===== src/rtl/fetch_unit.sv =====
`default_nettype none
// ============================================================================
// Module   : fetch_unit
// Purpose  : Sequential instruction fetch with a single outstanding memory
//            request, a DEPTH-entry {pc, inst} queue and redirect/flush support.
//            Optional macro FETCH_MISALIGN_CHECK_EN adds misaligned-redirect
//            fault reporting.
// Revision : 1.0 - initial release
// ============================================================================
module fetch_unit #(
    parameter logic [31:0] RESET_PC = 32'h0000_0000,
    parameter int          DEPTH    = 2
) (
    input  logic        clk,
    input  logic        rst,
    output logic        imem_req,
    output logic [31:0] imem_addr,
    input  logic        imem_ack,
    input  logic [31:0] imem_rdata,
    input  logic        redirect,
    input  logic [31:0] redirect_pc,
    output logic        out_valid,
    input  logic        out_ready,
    output logic [31:0] out_inst,
    output logic [31:0] out_pc
`ifdef FETCH_MISALIGN_CHECK_EN
    ,
    output logic        misalign_fault
`endif
);

    localparam int PTR_W = $clog2(DEPTH);
    localparam int CNT_W = $clog2(DEPTH + 1);

    localparam logic [1:0] S_IDLE  = 2'd0;
    localparam logic [1:0] S_REQ   = 2'd1;
    localparam logic [1:0] S_FLUSH = 2'd2;

    localparam logic [31:0]      c_nop     = 32'h0000_0013;
    localparam logic [CNT_W-1:0] c_depth   = CNT_W'(DEPTH);
    localparam logic [CNT_W-1:0] c_cnt_one = CNT_W'(1);
    localparam logic [PTR_W-1:0] c_ptr_one = PTR_W'(1);

    logic [1:0]       r_state;
    logic [1:0]       w_state_next;
    logic [31:0]      r_fetch_pc;
    logic [31:0]      w_fetch_pc_next;
    logic [31:0]      r_req_addr;
    logic [31:0]      r_q_pc   [DEPTH];
    logic [31:0]      r_q_inst [DEPTH];
    logic [PTR_W-1:0] r_head;
    logic [PTR_W-1:0] r_tail;
    logic [CNT_W-1:0] r_count;
    logic [CNT_W-1:0] w_count_next;
    logic [31:0]      w_target;
    logic             w_ack;
    logic             w_push;
    logic             w_pop;
    logic             w_room;
    logic             w_halt;

    assign w_target = {redirect_pc[31:2], 2'b00};

`ifdef FETCH_MISALIGN_CHECK_EN
    logic r_fault;
    logic w_fault_next;

    // A misaligned redirect latches the fault; only an aligned redirect clears it.
    assign w_fault_next = redirect ? (redirect_pc[1:0] != 2'b00) : r_fault;

    always_ff @(posedge clk or posedge rst) begin
        if (rst) r_fault <= 1'b0;
        else     r_fault <= w_fault_next;
    end

    assign misalign_fault = r_fault;
    assign w_halt         = w_fault_next;
`else
    logic w_unused_low_bits;
    assign w_unused_low_bits = ^redirect_pc[1:0];
    assign w_halt            = 1'b0;
`endif

    // The ack is meaningful only while a request is actually on the bus.
    assign w_ack  = imem_ack && (r_state != S_IDLE);
    assign w_push = (r_state == S_REQ) && w_ack && !redirect;
    assign w_pop  = (r_count != '0) && out_ready;

    always_comb begin
        w_count_next = r_count;
        if (redirect)
            w_count_next = '0;
        else if (w_push && !w_pop)
            w_count_next = r_count + c_cnt_one;
        else if (!w_push && w_pop)
            w_count_next = r_count - c_cnt_one;
    end

    assign w_room = (w_count_next < c_depth);

    always_comb begin
        w_fetch_pc_next = r_fetch_pc;
        if (redirect)
            w_fetch_pc_next = w_target;
        else if (w_push)
            w_fetch_pc_next = r_fetch_pc + 32'd4;
    end

    // State register
    always_ff @(posedge clk or posedge rst) begin
        if (rst) r_state <= S_IDLE;
        else     r_state <= w_state_next;
    end

    // Next-state logic; a redirect without ack leaves a stale request to drain.
    always_comb begin
        w_state_next = r_state;
        case (r_state)
            S_IDLE: begin
                if (!w_halt && w_room) w_state_next = S_REQ;
            end
            S_REQ: begin
                if (w_ack)         w_state_next = (!w_halt && w_room) ? S_REQ : S_IDLE;
                else if (redirect) w_state_next = S_FLUSH;
            end
            S_FLUSH: begin
                if (w_ack)         w_state_next = (!w_halt && w_room) ? S_REQ : S_IDLE;
            end
            default: w_state_next = S_IDLE;
        endcase
    end

    // Output logic
    always_comb begin
        imem_req  = (r_state != S_IDLE);
        imem_addr = r_req_addr;
        out_valid = (r_count != '0);
        out_inst  = out_valid ? r_q_inst[r_head] : c_nop;
        out_pc    = out_valid ? r_q_pc[r_head]   : r_fetch_pc;
    end

    // req_addr may only move when no request is held on the bus.
    always_ff @(posedge clk or posedge rst) begin
        if (rst) begin
            r_fetch_pc <= RESET_PC;
            r_req_addr <= RESET_PC;
            r_head     <= '0;
            r_tail     <= '0;
            r_count    <= '0;
        end else begin
            r_fetch_pc <= w_fetch_pc_next;
            if ((r_state == S_IDLE) || w_ack)
                r_req_addr <= w_fetch_pc_next;
            if (redirect) begin
                r_head <= '0;
                r_tail <= '0;
            end else begin
                if (w_pop)  r_head <= r_head + c_ptr_one;
                if (w_push) r_tail <= r_tail + c_ptr_one;
            end
            r_count <= w_count_next;
        end
    end

    always_ff @(posedge clk) begin
        if (w_push) begin
            r_q_pc[r_tail]   <= r_req_addr;
            r_q_inst[r_tail] <= imem_rdata;
        end
    end

endmodule
`default_nettype wire


===== config.mk =====
export PLATFORM = sky130hd
export DESIGN_NAME = fetch_unit
export DESIGN_NICKNAME = d
export VERILOG_FILES = /design/src/rtl/fetch_unit.sv
export SDC_FILE = /design/constraint.sdc
export NUM_CORES = 1
export LEC_CHECK = 0
export ABC_AREA = 0
export CORE_MARGIN = 1
export CORE_UTILIZATION = 50
export CTS_CLUSTER_SIZE = 20
export DETAILED_ROUTE_END_ITERATION = 10
export PLACE_DENSITY = 0.82
export SLEW_MARGIN = 30
export SYNTH_ARGS = -nofsm -noshare
export SYNTH_HDL_FRONTEND = slang
export SYNTH_SLANG_ARGS = --single-unit

===== constraint.sdc =====
create_clock -name clk -period 7.05 [get_ports clk]
set_clock_uncertainty 0.15 [all_clocks]
set_input_delay 1.0575 -clock clk [delete_from_list [all_inputs] [get_ports clk]]
set_output_delay 1.0575 -clock clk [all_outputs]
set_load 0.05 [all_outputs]

==> reports/results.ini <==
[timing]
final-setup-viol-count = 0
final_hold_viol_count = 0
fin_crit_ns = 4.00
slew_headroom = 0.378
max_freq_ghz = 0.250
fin_setup_tns_ns = 0
rsz0062_at_grt = false
period_share = 0.567
tightestPinTransition_ns = 0.934
drv_slew = 0

[clock_network]
cts_made_buffers = 17
ctsResizeCount = 0
clock_sinks = 198
postCtsSetupRepairBufs = 0
cts_tree = done
hold_buffers = 0
clockBufferDepth = 2
clock-root-buffer = clkbuf_16
clk_pin_slew_ns = 0.07
clk_latency_ns = 0.42
ctsHtreeMaxLevel = 4

[floorplan]
die_x_um = 133
design.die.area_um2 = 17600
die_y_um = 133
ios = 167
start_util = 0.513
placementRows = 47
core_um2 = 16600

[cells_and_area]
syn_to_final_growth_pct = 28.5
seq_area_um2 = 5600
nets = 859
drive_gt1_frac = 0.104
final_cells = 1022
fillerInstances = 1209
multi_input_area_um2 = 2740

[detailed_routing]
drt_wl_total_mm = 18.9
wl_met2_mm = 9.76
via_count = 5589
m1WireLength_mm = 7.93
drcViolationCount = 0
dr.pass1.iters = 5
topRoutingLayerUsed = met4
wire_per_inst_um = 18.5
drt_iter0_markers = 301
viasPerCell = 5.47
wl_met3_um = 838
drt.antenna.violating_nets = 0

[synthesis]
synth_top_family_by_area = simple AND/OR/NAND/NOR gates
synthMuxAreaShare = 0.113
yosysSeqAreaShare = 0.656
synth_simple_gate_area_share = 0.117
netlist_area_um2 = 8530
synth_nets = 707
avgSynthCellArea_um2 = 13.4
synth_edf_count = 128
synth_cell_types = 50
synthFlopType = edfxtp_1
yosysWarnings = 0
synth_compound_area_frac = 0.0522
syn_inst = 636
ys_ff_latch = 198
ys_async_sr_fraction = 0.354
synth_fa_ha_area_frac = 0.00293
synthXorXnorAreaFrac = 0.0339

[placed_design]
io_buffers = 164
dp_hpwl_mm = 11.8
place_inst = 988
globalplace.congestion = 0.805

[grt]
grt_pass1_vias = 5807
grt_pass1_wl_mm = 30.2
grt-ovfl-total = 0
antenna_found_initial = 1
grt_max_degree = 96
track_usage = 0.222

[pwr]
power_density_nw_per_um2 = 436
leakagePower_nw = 3.96
ir_worst_vdd_mv = 0.240

[worst_setup_path]
criticalPathCategory = reg -> out
cp_top_family = buffers and inverters
crit_buf_inv = 3
cp.required_ns = 5.84
crit_path_top_delay_cell = clkdlybuf4s50_1
cp-end-kind = output pin
cp_max_fo = 52
cp-start-kind = flip-flop
crit_arrival_ns = 2.79
slowest_delay_ns = 0.87
path_cells = inv_1 > ha_4 > buf_12 > nand2_1 > o21ai_0 > clkdlybuf4s50_1

[status]
status = finished clean

[min_path]
min_path_type = reg -> reg

[job]
maxCapViolCount = 0

kinds of logic after synthesis:
logic type,count (synthesis)
xor gates and xnor gates,33
buffers and inverters,48
DFF,198
and+or+nand+nor,191
muxes,93
AOI/OAI and AO/OA,71
adders and majority gates,2
worst paths after layout:
kind,startpoint,to,slack [ns],cells after the start
setup / recovery,r_count[0]$_DFFE_PP0P_,out_pc[19],3.05,6
hold / removal,imem_addr[11]$_DFFE_PP0P_,r_q_pc[1][11]$_DFFE_PP_,0.34,0
setup reg to reg,r_state[0]$_DFFE_PP0P_,imem_addr[2]$_DFFE_PP0P_,4.70,4
hold reg to reg,imem_addr[11]$_DFFE_PP0P_,r_q_pc[1][11]$_DFFE_PP_,0.34,0
max in group asynchronous,rst,r_head$_DFFE_PP0P_,5.28,3
min in group asynchronous,rst,imem_addr[29]$_DFFE_PP0P_,0.96,3
cells in the mapped netlist, types with 2 or more instances:
master	n	area [um^2]
inv_1	8	30.0
nor4_4	2	42.5
xor2_1	9	78.8
a221o_1	14	140
or3_1	2	12.5
nand4b_1	3	26.3
o21ai_0	44	220
and3_1	19	119
nor2b_1	4	25.0
and4_1	4	35.0
nand3_1	17	85.1
mux2i_1	68	681
nand4_1	9	56.3
nor4_1	2	12.5
mux2_2	25	282
dfrtp_1	70	1750
xnor2_1	24	210
nor3_1	4	20.0
buf_6	2	22.5
a221oi_1	2	17.5
clkbuf_1	20	75.1
ha_1	2	25.0
nor2_1	45	169
nand2b_1	2	12.5
nand2_1	64	240
a21oi_1	7	35.0
edfxtp_1	128	3840
buf_2	14	70.1
registers in the layout, summed over array words and instances, names as in the netlist:
register and count:
r_count 2, r_head 1, r_fetch_pc 32, r_tail 1
r_q_pc 64, imem_addr 32, r_state 2, r_q_inst 64
power by group:
group | internal [mW] | switching, mW | leakage [nW]
clock | 0.529 | 0.430 | 0.284
combinational | 0.755 | 1.48 | 1.67
sequential | 1.43 | 0.158 | 2.01
total | 2.72 | 2.06 | 3.96
placed cells by master (no fill, tap or decap), drive strengths merged, types with 2 or more instances in the layout:
| master | instances |
|---|---|
| clkinv | 5 |
| or2 | 2 |
| buf | 9 |
| ha | 2 |
| nor2 | 46 |
| xnor2 | 24 |
| nand2b | 2 |
| nand4 | 10 |
| mux2i | 68 |
| o21ai | 45 |
| a221oi | 2 |
| clkbuf | 19 |
| nor3 | 5 |
| edfxtp | 128 |
| dfrtp | 70 |
| nor2b | 4 |
| nand2 | 64 |
| nand4b | 4 |
| nand3 | 17 |
| and4 | 6 |
| a21oi | 7 |
| a221o | 15 |
| xor2 | 9 |
| nor4 | 4 |
| bufinv | 2 |
| inv | 14 |
| and3 | 19 |
| clkdlybuf4s50 | 163 |
| mux2 | 25 |
| or3 | 2 |
cell type report:
cell class              instances  area share
flip-flops and latches        198       0.511
multi-input cells             390       0.250
repair buffers                172       0.158
clock buffers                  19      0.0395
well taps                     220      0.0251
clock inverters                13      0.0134
inverters                       9     0.00308
diodes                          1    0.000228
metrics by stage:
step | power, mW | instance area (um^2) | worst slack, ns | hold slack [ns] | utilization
after floorplan | 3.09 | 8530 | 0.231 | 0.356 | -
after global placement | 3.79 | 10300 | 3.32 | 0.323 | 0.621
after detailed placement | 3.83 | 10400 | 3.36 | 0.325 | 0.622
after CTS | 4.79 | 10900 | 2.91 | 0.342 | 0.657
after global routing | 4.96 | 11000 | 2.90 | 0.361 | 0.659
final | 4.78 | 11000 | 3.05 | 0.338 | 0.659
routing by layer:
metal / vias up / global-route usage
met5: - / 0
met4: 0 / 0.0900
met3: 24 / 0.0326
met2: 187 / 0.389
met1: 2753 / 0.278
li1: 2625 / -
(Power assumes the default switching activity.)
